**src/rtl/phase_pkg.sv**
```systemverilog
// Shared types and constants for the phase-difference datapath.
// Phases are signed Q8.10 radians: 19 bits, 1 LSB = 1/1024 rad.
package phase_pkg;

  localparam int WIDTH    = 19;
  localparam int FRAC     = 10;
  localparam int PI_Q     = 3217;
  localparam int TWO_PI_Q = 6434;

  typedef logic signed [WIDTH-1:0] phase_t;
  typedef logic signed [WIDTH:0]   phase_ext_t;

endpackage

```
**src/rtl/phase_wrap.sv**
```systemverilog
// Wraps a widened phase into [-PI_Q, +PI_Q] with one correction step,
// then saturates to phase_t. Ports: i_d (phase_ext_t) -> o_w (phase_t).
module phase_wrap
  import phase_pkg::*;
(
  input  phase_ext_t i_d,
  output phase_t     o_w
);

  localparam int XW = WIDTH + 2;

  localparam logic signed [XW-1:0] PI_X  =
    XW'(PI_Q);
  localparam logic signed [XW-1:0] NPI_X =
    -PI_X;
  localparam logic signed [XW-1:0] TPI_X =
    XW'(TWO_PI_Q);
  localparam logic signed [XW-1:0] MAX_X =
    XW'((1 << (WIDTH - 1)) - 1);
  localparam logic signed [XW-1:0] MIN_X =
    -MAX_X - XW'(1);

  logic signed [XW-1:0] w_d;
  logic signed [XW-1:0] w_w;

  // One extra guard bit so the correction can never overflow.
  assign w_d = {i_d[WIDTH], i_d};

  always_comb begin
    w_w = w_d;
    if (w_d > PI_X)
      w_w = w_d - TPI_X;
    else if (w_d < NPI_X)
      w_w = w_d + TPI_X;
  end

  // Only out-of-range inputs can push w_w outside phase_t.
  always_comb begin
    o_w = w_w[WIDTH-1:0];
    if (w_w > MAX_X)
      o_w = MAX_X[WIDTH-1:0];
    else if (w_w < MIN_X)
      o_w = MIN_X[WIDTH-1:0];
  end

endmodule

```
**src/rtl/phase_diff.sv**
```systemverilog
// Two-stage pipeline computing out = wrap(A - B) in Q8.10 radians.
// Ports: clk, rst (async high), in_valid, A, B -> out_valid, out.
module phase_diff
  import phase_pkg::*;
(
  input  logic   clk,
  input  logic   rst,
  input  logic   in_valid,
  input  phase_t A,
  input  phase_t B,
  output logic   out_valid,
  output phase_t out
);

  phase_ext_t w_diff;
  phase_t     w_wrap;

  phase_ext_t r_d;
  logic       r_v1;
  phase_t     r_out;
  logic       r_ov;

  // Difference at WIDTH+1 bits is always exact.
  assign w_diff = {A[WIDTH-1], A}
                - {B[WIDTH-1], B};

  always_ff @(posedge clk or posedge rst) begin
    if (rst) begin
      r_d  <= '0;
      r_v1 <= 1'b0;
    end else begin
      r_d  <= w_diff;
      r_v1 <= in_valid;
    end
  end

  phase_wrap u_wrap (
    .i_d (r_d),
    .o_w (w_wrap)
  );

  always_ff @(posedge clk or posedge rst) begin
    if (rst) begin
      r_out <= '0;
      r_ov  <= 1'b0;
    end else begin
      r_out <= w_wrap;
      r_ov  <= r_v1;
    end
  end

  assign out       = r_out;
  assign out_valid = r_ov;

endmodule

```
**config.mk**
```make
export PLATFORM = sky130hd
export DESIGN_NAME = phase_diff
export DESIGN_NICKNAME = d
export VERILOG_FILES = /design/src/rtl/phase_pkg.sv /design/src/rtl/phase_wrap.sv /design/src/rtl/phase_diff.sv
export SDC_FILE = /design/constraint.sdc
export NUM_CORES = 1
export LEC_CHECK = 0
export BUFFER_PORTS_ARGS = -buffer_cell sky130_fd_sc_hd__buf_4
export CAP_MARGIN = 20
export CELL_PAD_IN_SITES_DETAIL_PLACEMENT = 2
export CELL_PAD_IN_SITES_GLOBAL_PLACEMENT = 2
export CORE_MARGIN = 2
export CORE_UTILIZATION = 30
export DETAILED_ROUTE_END_ITERATION = 16
export PLACE_DENSITY_LB_ADDON = 0.1
export SLEW_MARGIN = 20
export SYNTH_ARGS = -nofsm -noshare
export SYNTH_HDL_FRONTEND = slang
export SYNTH_HIERARCHICAL = 1
export SYNTH_SLANG_ARGS = --single-unit
```
**constraint.sdc**
```tcl
create_clock -name clk -period 2.3 [get_ports clk]
set_input_delay 0.345 -clock clk [delete_from_list [all_inputs] [get_ports clk]]
set_output_delay 0.345 -clock clk [all_outputs]
set_load 0.01 [all_outputs]
```
==> results of run 1 <==
-- sequential cells by signal (all words and copies together) (netlist names) --
name	cells
r_d	20
out	19
r_v1	1
out_valid	1
-- area by class of cell --
cell class              count  share of cell area [%]
multi-input cells         289                    49.0
flip-flops and latches     41                    23.4
repair buffers            108                    18.8
well taps                 140                    3.98
inverters                  34                    2.90
clock buffers               7                    1.96
-- cells in the mapped netlist, types with 4 or more instances --
cell type / instances / share of area, %
sky130_fd_sc_hd__nand3b_1: 4 / 0.91
sky130_fd_sc_hd__a31oi_1: 7 / 1.3
sky130_fd_sc_hd__inv_1: 33 / 3.7
sky130_fd_sc_hd__a21oi_1: 28 / 4.2
sky130_fd_sc_hd__nor3_1: 8 / 1.2
sky130_fd_sc_hd__and3_1: 5 / 0.95
sky130_fd_sc_hd__a21o_1: 8 / 1.8
sky130_fd_sc_hd__and2_1: 5 / 0.95
sky130_fd_sc_hd__o21ai_0: 19 / 2.9
sky130_fd_sc_hd__xor2_1: 11 / 2.9
sky130_fd_sc_hd__xnor2_1: 18 / 4.8
sky130_fd_sc_hd__ha_1: 21 / 7.9
sky130_fd_sc_hd__o211ai_1: 7 / 1.6
sky130_fd_sc_hd__nor2_1: 17 / 1.9
sky130_fd_sc_hd__a211oi_1: 4 / 0.91
sky130_fd_sc_hd__dfrtp_1: 41 / 31
sky130_fd_sc_hd__o21ai_1: 4 / 0.60
sky130_fd_sc_hd__nor2b_1: 5 / 0.95
sky130_fd_sc_hd__nand4_1: 4 / 0.76
sky130_fd_sc_hd__nand2_1: 27 / 3.1
sky130_fd_sc_hd__nand3_1: 16 / 2.4
sky130_fd_sc_hd__clkbuf_1: 13 / 1.5
sky130_fd_sc_hd__a22oi_1: 4 / 0.91
-- worst max-delay path: cells and delay by family (launching register included) --
family                 cells  cell delay (ns)
AOI/OAI and AO/OA          3             0.54
DFF                        1             0.38
and+or+nand+nor            4             1.21
buffers and inverters      1             0.16
-- per-layer routing --
metal	GRT usage, %	vias up	share of wire [%]
met5	0	-	0
met4	3.30	0	0.76
met3	1.97	5	2.3
met2	35.9	48	54
met1	21.8	1572	43
li1	-	1572	-
-- power groups by stage --
| stage | combinational [mW] | clock [mW] | sequential (mW) |
|---|---|---|---|
| floorplan | 0.939 | 0 | 1.11 |
| global placement | 1.63 | 0 | 1.07 |
| detailed placement | 1.69 | 0 | 1.08 |
| CTS | 1.77 | 0.489 | 1.07 |
| global route | 1.97 | 0.513 | 1.10 |
| finish | 1.78 | 0.473 | 1.07 |
-- logic make-up (layout without fill, tap and decap cells) --
| family | after synthesis | count (layout) | share of synthesized area [%] |
|---|---|---|---|
| compound gates | 118 | 120 | 25.7 |
| simple gates | 117 | 117 | 19.9 |
| buf+inv | 53 | 149 | 6.81 |
| flops | 41 | 41 | 31.0 |
| xor+xnor | 29 | 29 | 7.67 |
| fa+ha+maj | 22 | 22 | 8.54 |
| mux | 1 | 1 | 0.340 |
-- timing repair --
action | 4_1_cts | 5_1_grt
hold buffers | 0 | 0
gates cloned | 2 | 0
gates resized for setup | 12 | 15
endpoints found under the setup margin | 18 | 18
hold endpoints to repair | 0 | 0
setup buffers | 2 | 1
pin swaps | 3 | 8
-- worst paths after layout --
path | to | slack, ns
worst max-delay path | out[14]$_DFF_PP0_ | -0.11
worst min-delay path | r_d[0]$_DFF_PP0_ | 0.09
worst max register to register | out[14]$_DFF_PP0_ | -0.11
worst min register to register | out_valid$_DFF_PP0_ | 0.35
max in group asynchronous | out[16]$_DFF_PP0_ | 1.99
min in group clk | r_v1$_DFF_PP0_ | 0.15
-- through the flow --
step,utilization [%],hold WS (ns),std cells,power [mW],setup TNS (ns)
detailed placement,38.8,0.336,607,2.77,-3.50
CTS,40.3,0.102,618,3.32,-1.45
floorplan,-,0.331,381,2.05,-0.614
global route,40.8,0.137,619,3.58,-2.90
finish,40.8,0.0908,619,3.32,-1.20
global placement,38.8,0.332,607,2.70,-0.910
-- cells in the final DEF (no fill, tap or decap), types with 3 or more instances in the layout --
| cell type | synthesis | final |
|---|---|---|
| sky130_fd_sc_hd__nand3b_1 | 4 | 4 |
| sky130_fd_sc_hd__nand2_1 | 27 | 26 |
| sky130_fd_sc_hd__nand4_1 | 4 | 4 |
| sky130_fd_sc_hd__nand3_1 | 16 | 15 |
| sky130_fd_sc_hd__nor2_1 | 17 | 16 |
| sky130_fd_sc_hd__and3_1 | 5 | 5 |
| sky130_fd_sc_hd__a21o_1 | 8 | 8 |
| sky130_fd_sc_hd__o211ai_1 | 7 | 7 |
| sky130_fd_sc_hd__a32oi_1 | 3 | 3 |
| sky130_fd_sc_hd__a22oi_1 | 4 | 3 |
| sky130_fd_sc_hd__o21ai_0 | 19 | 11 |
| sky130_fd_sc_hd__xnor2_1 | 18 | 18 |
| sky130_fd_sc_hd__dfrtp_1 | 41 | 40 |
| sky130_fd_sc_hd__o21ai_1 | 4 | 9 |
| sky130_fd_sc_hd__nor2b_1 | 5 | 5 |
| sky130_fd_sc_hd__xor2_1 | 11 | 11 |
| sky130_fd_sc_hd__a21oi_1 | 28 | 24 |
| sky130_fd_sc_hd__a21oi_2 | 2 | 7 |
| sky130_fd_sc_hd__a31oi_1 | 7 | 7 |
| sky130_fd_sc_hd__ha_1 | 21 | 21 |
| sky130_fd_sc_hd__clkbuf_8 | 0 | 6 |
| sky130_fd_sc_hd__nor3_1 | 8 | 8 |
| sky130_fd_sc_hd__a211oi_1 | 4 | 4 |
| sky130_fd_sc_hd__nand2b_1 | 3 | 3 |
| sky130_fd_sc_hd__inv_1 | 33 | 33 |
| sky130_fd_sc_hd__o21ai_2 | 1 | 4 |
| sky130_fd_sc_hd__buf_4 | 0 | 106 |
| sky130_fd_sc_hd__and2_1 | 5 | 4 |
==> impl_metrics.tcl, run 1 <==
set metrics [dict create \
    fin_ws_ns -0.109 \
    port_buffers 60 \
    vias_in_the_first_global_route 3484 \
    cp_data_arrival_time_ns 2.58 \
    rows 38 \
    post_synth_edffs 0 \
    dr.pass1.iters 4 \
    ctsRootBufferMaster "sky130_fd_sc_hd__clkbuf_8" \
    asyncSetResetFlopFracSynth_pct 100 \
    timing.setup.critical_path_class "reg2reg" \
    final-seq-area_sq_um 1030 \
    cp_slowest_stage_delay_ns 0.58 \
    i_o_pins 61 \
    dpl.hpwl_um 8510 \
    remaining_drcs 0 \
    synth-seq-area-share_pct 31.0 \
    worstSkewPairLatency_ns 0.29 \
    r2r_path_start "r_d[16]$_DFF_PP0_" \
    p_comb_share_pct 53.6 \
    worst_setup_path_start_kind "flop" \
    place_area_sq_um 4190 \
    fp.dieH_um 109 \
    synth_ff_type "sky130_fd_sc_hd__dfrtp_1" \
    core_area_sq_um 10800 \
    synth_cell_types 74 \
    grt_usage_pct 18.5 \
    tritoncts "done" \
    unrepaired_setup_endpoints_after_global_routing "yes" \
    skew_ns 0.00289 \
    gp_routability_congestion 0.800 \
    path_clk_slew_ns 0.07 \
    drt-initial-drc-count 64 \
    finalHoldViolCount 0 \
    cap_violations 0 \
    run_status "finished with violations" \
    nNetsFinal 542 \
    min_path_type "in2async" \
    ys_seq_elements 41 \
    power.density_nw_per_um2 754 \
    cp_slowest_cell "sky130_fd_sc_hd__or4_4" \
    placement.setup.worst_slack_ns -0.236 \
    fin_crit_ns 2.41 \
    worstMarginPinSlew_ns 0.400 \
    drv_slew 0 \
    slew_headroom_pct 73.4 \
    drive_above_1_share_pct 33.2 \
    die-width_um 109 \
    die_outline_area_sq_um 11900 \
    path_max_fanout 13 \
    worstPathRequired_ns 2.47 \
    globalRouteOverflowTotal 0 \
    syn-num-nets 444 \
    synthesis.area_sq_um 3310 \
    final_cycle_share_pct 105 \
    timing.critical_path.cells "or4_4 > or3_4 > a221o_1 > nor2_2 > a21oi_4 > buf_12 > o21ai_4 > nand3_2" \
    ctsLongestPathBuffers 2 \
    via_per_inst 5.16 \
    sequential_power_share_pct 32.1 \
    multiInputGateArea_sq_um 2160 \
    syn_area_per_cell_sq_um 8.69 \
    final-setup-viol-count 18 \
    p_int_mw 2.01 \
    yosys_warnings 6 \
    grt_max_degree 22 \
    worst_r2r_path_depth 8 \
    critPathLaunch "r_d[16]$_DFF_PP0_" \
    numClockSinks 41 \
    route.antenna.remaining_nets 0 \
    antenna_found_initial 0 \
    finalInstanceArea_sq_um 4400 \
    failed_checks "setup timing" \
    end_kind "flop" \
    num_cts_buffers 5 \
    postRouteWirelength_um 10200 \
    power_frac_clock_pct 14.3 \
    routedWlPerCell_um 16.5 \
    flow.area_growth_from_synthesis_pct 32.9 \
    fillers 1223 \
    wire_length_of_the_first_global_routing_pass_um 17500 \
    power.ir.vdd_worst_mv 0.278 \
    start_util_pct 30.7 \
    vias 3197 \
    switching_share_pct 39.4 \
    antenna_cells 0 \
    htree_num_levels 2 \
    fmax_mhz 415 \
    power_leakage_nw 2.02 \
    power_switching_mw 1.31 \
    netlist_instances 381 \
]
No activity file was read; power rests on OpenSTA's default activity.
==> run 2, diff against run 1 <==
--- a/config.mk
+++ b/config.mk
@@ -10,8 +10,9 @@
 export CELL_PAD_IN_SITES_DETAIL_PLACEMENT = 2
 export CELL_PAD_IN_SITES_GLOBAL_PLACEMENT = 2
 export CORE_MARGIN = 2
-export CORE_UTILIZATION = 30
+export CORE_UTILIZATION = 36
 export DETAILED_ROUTE_END_ITERATION = 16
+export MAX_ROUTING_LAYER = met4
 export PLACE_DENSITY_LB_ADDON = 0.1
 export SLEW_MARGIN = 20
 export SYNTH_ARGS = -nofsm -noshare
==> constraint.sdc (replaced) <==
create_clock -name clk -period 3.06 [get_ports clk]
set_input_delay 0.459 -clock clk [delete_from_list [all_inputs] [get_ports clk]]
set_output_delay 0.459 -clock clk [all_outputs]
set_load 0.01 [all_outputs]
==> impl_metrics.tcl, run 2 (synthesized netlist as in run 1, its figures left out) <==
set metrics [dict create \
    run_status "completed" \
    power.ir.vdd_worst_mv 0.159 \
    fin_crit_ns 2.78 \
    flow.area_growth_from_synthesis_pct 18.1 \
    htree_num_levels 2 \
    worst_setup_path_start_kind "flop" \
    route.antenna.remaining_nets 0 \
    numClockSinks 41 \
    port_buffers 60 \
    num_cts_buffers 5 \
    grt_max_degree 23 \
    antenna_found_initial 0 \
    via_per_inst 5.69 \
    grt_usage_pct 21.2 \
    start_util_pct 37.6 \
    finalHoldViolCount 0 \
    die-width_um 99.9 \
    power_leakage_nw 1.78 \
    path_clk_slew_ns 0.07 \
    i_o_pins 61 \
    postCtsResizedCells 0 \
    cp_data_arrival_time_ns 2.94 \
    r2r-end "out[8]$_DFF_PP0_" \
    cap_violations 0 \
    vias 3086 \
    rows 34 \
    hold_depth 1 \
    ctsLongestPathBuffers 2 \
    globalRouteOverflowTotal 0 \
    slew_headroom_pct 48.1 \
    holdPathEnd "r_v1$_DFF_PP0_" \
    end_kind "flop" \
    worst_r2r_path_depth 7 \
    unrepaired_setup_endpoints_after_global_routing "no" \
    core_area_sq_um 8810 \
    final-setup-viol-count 0 \
    post-layout-total-power_mw 2.26 \
    fp.dieH_um 99.9 \
    vias_in_the_first_global_route 3395 \
    fmax_mhz 360 \
    worstSkewPairLatency_ns 0.30 \
    postRouteWirelength_um 9630 \
    final_cycle_share_pct 90.8 \
    wire_length_of_the_first_global_routing_pass_um 16700 \
    r2r_path_start "r_d[13]$_DFF_PP0_" \
    met1Wirelength_um 4090 \
    die_outline_area_sq_um 9980 \
    drive_above_1_share_pct 21.7 \
    worstMarginPinSlew_ns 0.778 \
    power.density_nw_per_um2 578 \
    cts.hold.buffers_added 0 \
    routed-wl-met3_um 313 \
    remaining_drcs 0 \
    ctsRootBufferMaster "sky130_fd_sc_hd__clkbuf_8" \
    path_max_fanout 16 \
    routed.top_layer "met4" \
    setup_tns_ns 0 \
    worst_hold_startpoint "in_valid" \
    worstPathRequired_ns 3.22 \
    drv_slew 0 \
    gp_routability_congestion 0.852 \
    drt-initial-drc-count 75 \
    wl_met2_um 4980 \
    worst-r2r-setup-slack_ns 0.28 \
    cts.repair_timing.setup_buffer_count 0 \
    dpl.hpwl_um 7750 \
    nNetsFinal 496 \
    layout_common_cells "64 x sky130_fd_sc_hd__buf_4, 41 x sky130_fd_sc_hd__dfrtp_1, 33 x sky130_fd_sc_hd__inv_1" \
    registers.top_by_ff_count "r_d" \
    antenna_cells 0 \
    timing.setup.critical_path_class "reg2reg" \
    dr.pass1.iters 4 \
    routedWlPerCell_um 17.8 \
    mostFrequentLayoutCell "sky130_fd_sc_hd__buf_4" \
    number_of_flip_flops_under_the_largest_register_name 20 \
    skew_ns 0.00915 \
    min_path_type "in2reg" \
    tritoncts "done" \
]
==> run 2: stage by stage <==
| stage | area (sq um) | worst slack [ns] | util (%) | cells | hold slack, ns |
|---|---|---|---|---|---|
| after floorplan | 3310 | 0.694 | - | 381 | 0.331 |
| after global placement | 3830 | 0.469 | 43.5 | 534 | 0.332 |
| after detailed placement | 3830 | 0.337 | 43.5 | 534 | 0.358 |
| after CTS | 3910 | 0.313 | 44.4 | 542 | 0.256 |
| after global routing | 3910 | 0.166 | 44.4 | 542 | 0.252 |
| final | 3910 | 0.280 | 44.4 | 542 | 0.267 |
==> run 2: power breakdown <==
group / internal [mW] / total (mW) / switching (mW) / leakage, nW
clock network: 0.162 / 0.341 / 0.179 / 0.0395
logic: 0.483 / 1.06 / 0.572 / 1.27
registers: 0.696 / 0.864 / 0.168 / 0.472
==> run 2: worst max-delay path, cell delays in order, from the launching register on <==
cell and delay [ns]:
sky130_fd_sc_hd__dfrtp_1 0.48, sky130_fd_sc_hd__or4_4 0.61, sky130_fd_sc_hd__or3_1 0.38, sky130_fd_sc_hd__a221o_1 0.33, sky130_fd_sc_hd__nor2_1 0.26, sky130_fd_sc_hd__a21oi_4 0.15, sky130_fd_sc_hd__a21oi_4 0.28, sky130_fd_sc_hd__o21ai_0 0.14
==> run 2: worst max-delay path by stage <==
stage | startpoint | depth (start not counted) | endpoint
after global placement | r_d[13]$_DFF_PP0_ | 7 | out[8]$_DFF_PP0_
after CTS | r_d[13]$_DFF_PP0_ | 7 | out[7]$_DFF_PP0_
final | r_d[13]$_DFF_PP0_ | 7 | out[8]$_DFF_PP0_
after floorplan | r_d[13]$_DFF_PP0_ | 9 | out[2]$_DFF_PP0_
after detailed placement | r_d[13]$_DFF_PP0_ | 7 | out[7]$_DFF_PP0_
after global routing | r_d[13]$_DFF_PP0_ | 7 | out[8]$_DFF_PP0_
==> run 2: cell type report <==
cell class | instances | area [sq um]
Timing Repair Buffer | 64 | 480
Clock buffer | 8 | 80.1
Fill cell | 1013 | 4900
Inverter | 34 | 128
Tap cell | 108 | 135
Multi-Input combinational cell | 287 | 2060
Sequential cell | 41 | 1030
==> run 2: metal layers <==
metal / vias up / GRT usage, %
met1: 1519 / 24.9
li1: 1475 / -
met3: 20 / 2.79
met5: - / -
met4: 0 / 7.17
met2: 72 / 37.4
==> run 3, diff against run 2 <==
--- a/config.mk
+++ b/config.mk
@@ -5,12 +5,13 @@
 export SDC_FILE = /design/constraint.sdc
 export NUM_CORES = 1
 export LEC_CHECK = 0
+export ABC_AREA = 1
 export BUFFER_PORTS_ARGS = -buffer_cell sky130_fd_sc_hd__buf_4
 export CAP_MARGIN = 20
 export CELL_PAD_IN_SITES_DETAIL_PLACEMENT = 2
 export CELL_PAD_IN_SITES_GLOBAL_PLACEMENT = 2
 export CORE_MARGIN = 2
-export CORE_UTILIZATION = 36
+export CORE_UTILIZATION = 33
 export DETAILED_ROUTE_END_ITERATION = 16
 export MAX_ROUTING_LAYER = met4
 export PLACE_DENSITY_LB_ADDON = 0.1
==> impl_metrics.tcl, run 3 <==
set metrics [dict create \
    cts.hold.buffers_added 0 \
    critPathLaunch "r_d[6]$_DFF_PP0_" \
    post-synth-top-count-cell "sky130_fd_sc_hd__nand2_1" \
    ctsRootBufferMaster "sky130_fd_sc_hd__clkbuf_16" \
    cts.repair_timing.setup_buffer_count 0 \
    start_util_pct 34.2 \
    worst_hold_startpoint "in_valid" \
    finalInstanceArea_sq_um 4640 \
    asyncSetResetFlopFracSynth_pct 100 \
    netlist_instances 640 \
    placement.setup.worst_slack_ns 0.599 \
    power.ir.vdd_worst_mv 0.212 \
    worstSkewPairLatency_ns 0.29 \
    drive_above_1_share_pct 16.1 \
    final_util_pct 40.2 \
    syn-num-nets 703 \
    synth.top_cell.area_share_pct 26.0 \
    antenna_found_initial 0 \
    worst-r2r-setup-slack_ns 0.60 \
    p_int_mw 1.51 \
    drt-initial-drc-count 90 \
    netlist_top_cells_count "224 x sky130_fd_sc_hd__nand2_1, 93 x sky130_fd_sc_hd__inv_1, 61 x sky130_fd_sc_hd__nor2_1, 41 x sky130_fd_sc_hd__dfrtp_1, 40 x sky130_fd_sc_hd__nand3_1" \
    yosys_warnings 6 \
    ys_seq_elements 41 \
    port_buffers 60 \
    routedWlPerCell_um 15.5 \
    worstMarginPinSlew_ns 0.522 \
    power_switching_mw 1.19 \
    unrepaired_setup_endpoints_after_global_routing "no" \
    post_synth_main_area_contributors "sky130_fd_sc_hd__dfrtp_1 26%, sky130_fd_sc_hd__nand2_1 21%, sky130_fd_sc_hd__inv_1 8.8%" \
    numClockSinks 41 \
    gp_routability_congestion 0.886 \
    cp_data_arrival_time_ns 2.61 \
    nNetsFinal 758 \
    rows 39 \
    setup_tns_ns 0 \
    post-layout-total-power_mw 2.70 \
    fp.dieH_um 113 \
    remaining_drcs 0 \
    die_outline_area_sq_um 12900 \
    registers.top_by_ff_count "r_d" \
    die-width_um 113 \
    grt_usage_pct 22.0 \
    dpl.hpwl_um 11000 \
    p_comb_share_pct 49.4 \
    finalHoldViolCount 0 \
    sequential_power_share_pct 31.2 \
    run_status "completed" \
    drv_slew 0 \
    final-setup-viol-count 0 \
    min_path_type "in2reg" \
    synth-seq-area-share_pct 26.0 \
    route.antenna.remaining_nets 0 \
    power.density_nw_per_um2 581 \
    post_synth_edffs 0 \
    r2r_path_start "r_d[6]$_DFF_PP0_" \
    dr.pass1.iters 4 \
    synth_ff_type "sky130_fd_sc_hd__dfrtp_1" \
    fin_crit_ns 2.46 \
    tritoncts "done" \
    worst_setup_path_start_kind "flop" \
    path_clk_slew_ns 0.06 \
    layout_common_cells "224 x sky130_fd_sc_hd__nand2_1, 93 x sky130_fd_sc_hd__inv_1, 61 x sky130_fd_sc_hd__nor2_1, 61 x sky130_fd_sc_hd__buf_4, 41 x sky130_fd_sc_hd__dfrtp_1" \
    htree_num_levels 2 \
    vias_in_the_first_global_route 4614 \
    place_area_sq_um 4500 \
    final_cycle_share_pct 80.5 \
    antenna_cells 0 \
    vias 4144 \
    slew_headroom_pct 65.1 \
    globalRouteOverflowTotal 0 \
    timing.setup.critical_path_class "reg2reg" \
    core_area_sq_um 11600 \
    ctsLongestPathBuffers 2 \
    fin_ws_ns 0.596 \
    skew_ns 0.00246 \
    switching_share_pct 44.1 \
    i_o_pins 61 \
    postRouteWirelength_um 13000 \
    number_of_flip_flops_under_the_largest_register_name 20 \
    worstPathRequired_ns 3.21 \
    flow.area_growth_from_synthesis_pct 17.6 \
    power_frac_clock_pct 19.4 \
    synth_cell_types 37 \
    grt_max_degree 42 \
    synthesis.area_sq_um 3950 \
    wire_length_of_the_first_global_routing_pass_um 22400 \
    via_per_inst 4.95 \
    num_cts_buffers 5 \
    postCtsResizedCells 0 \
    end_kind "flop" \
    power_leakage_nw 2.58 \
    cap_violations 0 \
    fmax_mhz 406 \
    synth.largest_area_cell "sky130_fd_sc_hd__dfrtp_1" \
    syn_area_per_cell_sq_um 6.17 \
    path_max_fanout 25 \
    mostFrequentLayoutCell "sky130_fd_sc_hd__nand2_1" \
]
-- run 3: changes by cell type after synthesis, sizes merged, moves of 6 or more --
cell    previous run  this run
a31oi              7         0
nor2              18        67
buf                6        12
a21o               8         0
o211ai             7         1
inv               34       102
clkbuf            13         1
xnor2             18         4
nand2             28       241
nand3             16        47
-- run 3: worst max-delay path: stages (launching register included) --
cell and delay, ns:
sky130_fd_sc_hd__dfrtp_1 0.48, sky130_fd_sc_hd__nor2_4 0.24, sky130_fd_sc_hd__inv_2 0.05, sky130_fd_sc_hd__nand3_1 0.09, sky130_fd_sc_hd__nand2_1 0.06, sky130_fd_sc_hd__nand2_1 0.07
sky130_fd_sc_hd__nand2_2 0.09, sky130_fd_sc_hd__nor2_4 0.42, sky130_fd_sc_hd__nand3_2 0.12, sky130_fd_sc_hd__nand2_2 0.10, sky130_fd_sc_hd__nand2_2 0.08, sky130_fd_sc_hd__o21ai_4 0.40
sky130_fd_sc_hd__nand2_1 0.13
-- run 3: cells by family (layout without fill, tap and decap cells) --
kind of cell               Yosys count  count (layout)  share of synthesized area, %
buffers and inverters              117             172                          12.1
and+or+nand+nor                    376             376                          41.5
AOI/OAI and AO/OA                   65              65                          9.06
xor gates and xnor gates            19              19                          4.21
adders and majority gates           22              22                          7.16
DFF                                 41              41                          26.0
-- run 3: layout make-up --
class | instances | area [sq um]
clock buffers | 7 | 143
fillers | 1467 | 6920
inverters | 104 | 393
multi-input cells | 482 | 2450
flip-flops and latches | 41 | 1030
well taps | 143 | 179
repair buffers | 61 | 458
-- run 3: final timing paths --
path / end / depth (start not counted)
worst min-delay path: r_v1$_DFF_PP0_ / 1
worst max-delay path: out[5]$_DFF_PP0_ / 12
worst max register to register: out[5]$_DFF_PP0_ / 12
worst min register to register: out_valid$_DFF_PP0_ / 0
max in group asynchronous: r_d[0]$_DFF_PP0_ / 3
min in group asynchronous: out[7]$_DFF_PP0_ / 3
-- run 3: metrics by stage --
stage,std cells,hold slack [ns]
global placement,831,0.332
detailed placement,831,0.336
CTS,838,0.274
global route,838,0.273
finish,838,0.279
floorplan,640,0.331
-- run 3: power groups by stage --
| stage | Sequential, mW | Clock, mW | Combinational (mW) |
|---|---|---|---|
| 6_report | 0.841 | 0.523 | 1.33 |
| 2_1_floorplan | 0.828 | 0 | 0.888 |
| 3_3_place_gp | 0.838 | 0 | 1.28 |
| 5_1_grt | 0.866 | 0.554 | 1.52 |
| 4_1_cts | 0.844 | 0.536 | 1.35 |
| 3_5_place_dp | 0.853 | 0 | 1.34 |
-- run 3: metal layers --
layer / share of wire (%) / global-route usage [%] / vias up
met1: 44 / 25.8 / 2002
met2: 53 / 41.4 / 48
li1: - / - / 2086
met4: 0.85 / 4.47 / 0
met5: 0 / - / -
met3: 1.8 / 1.65 / 8
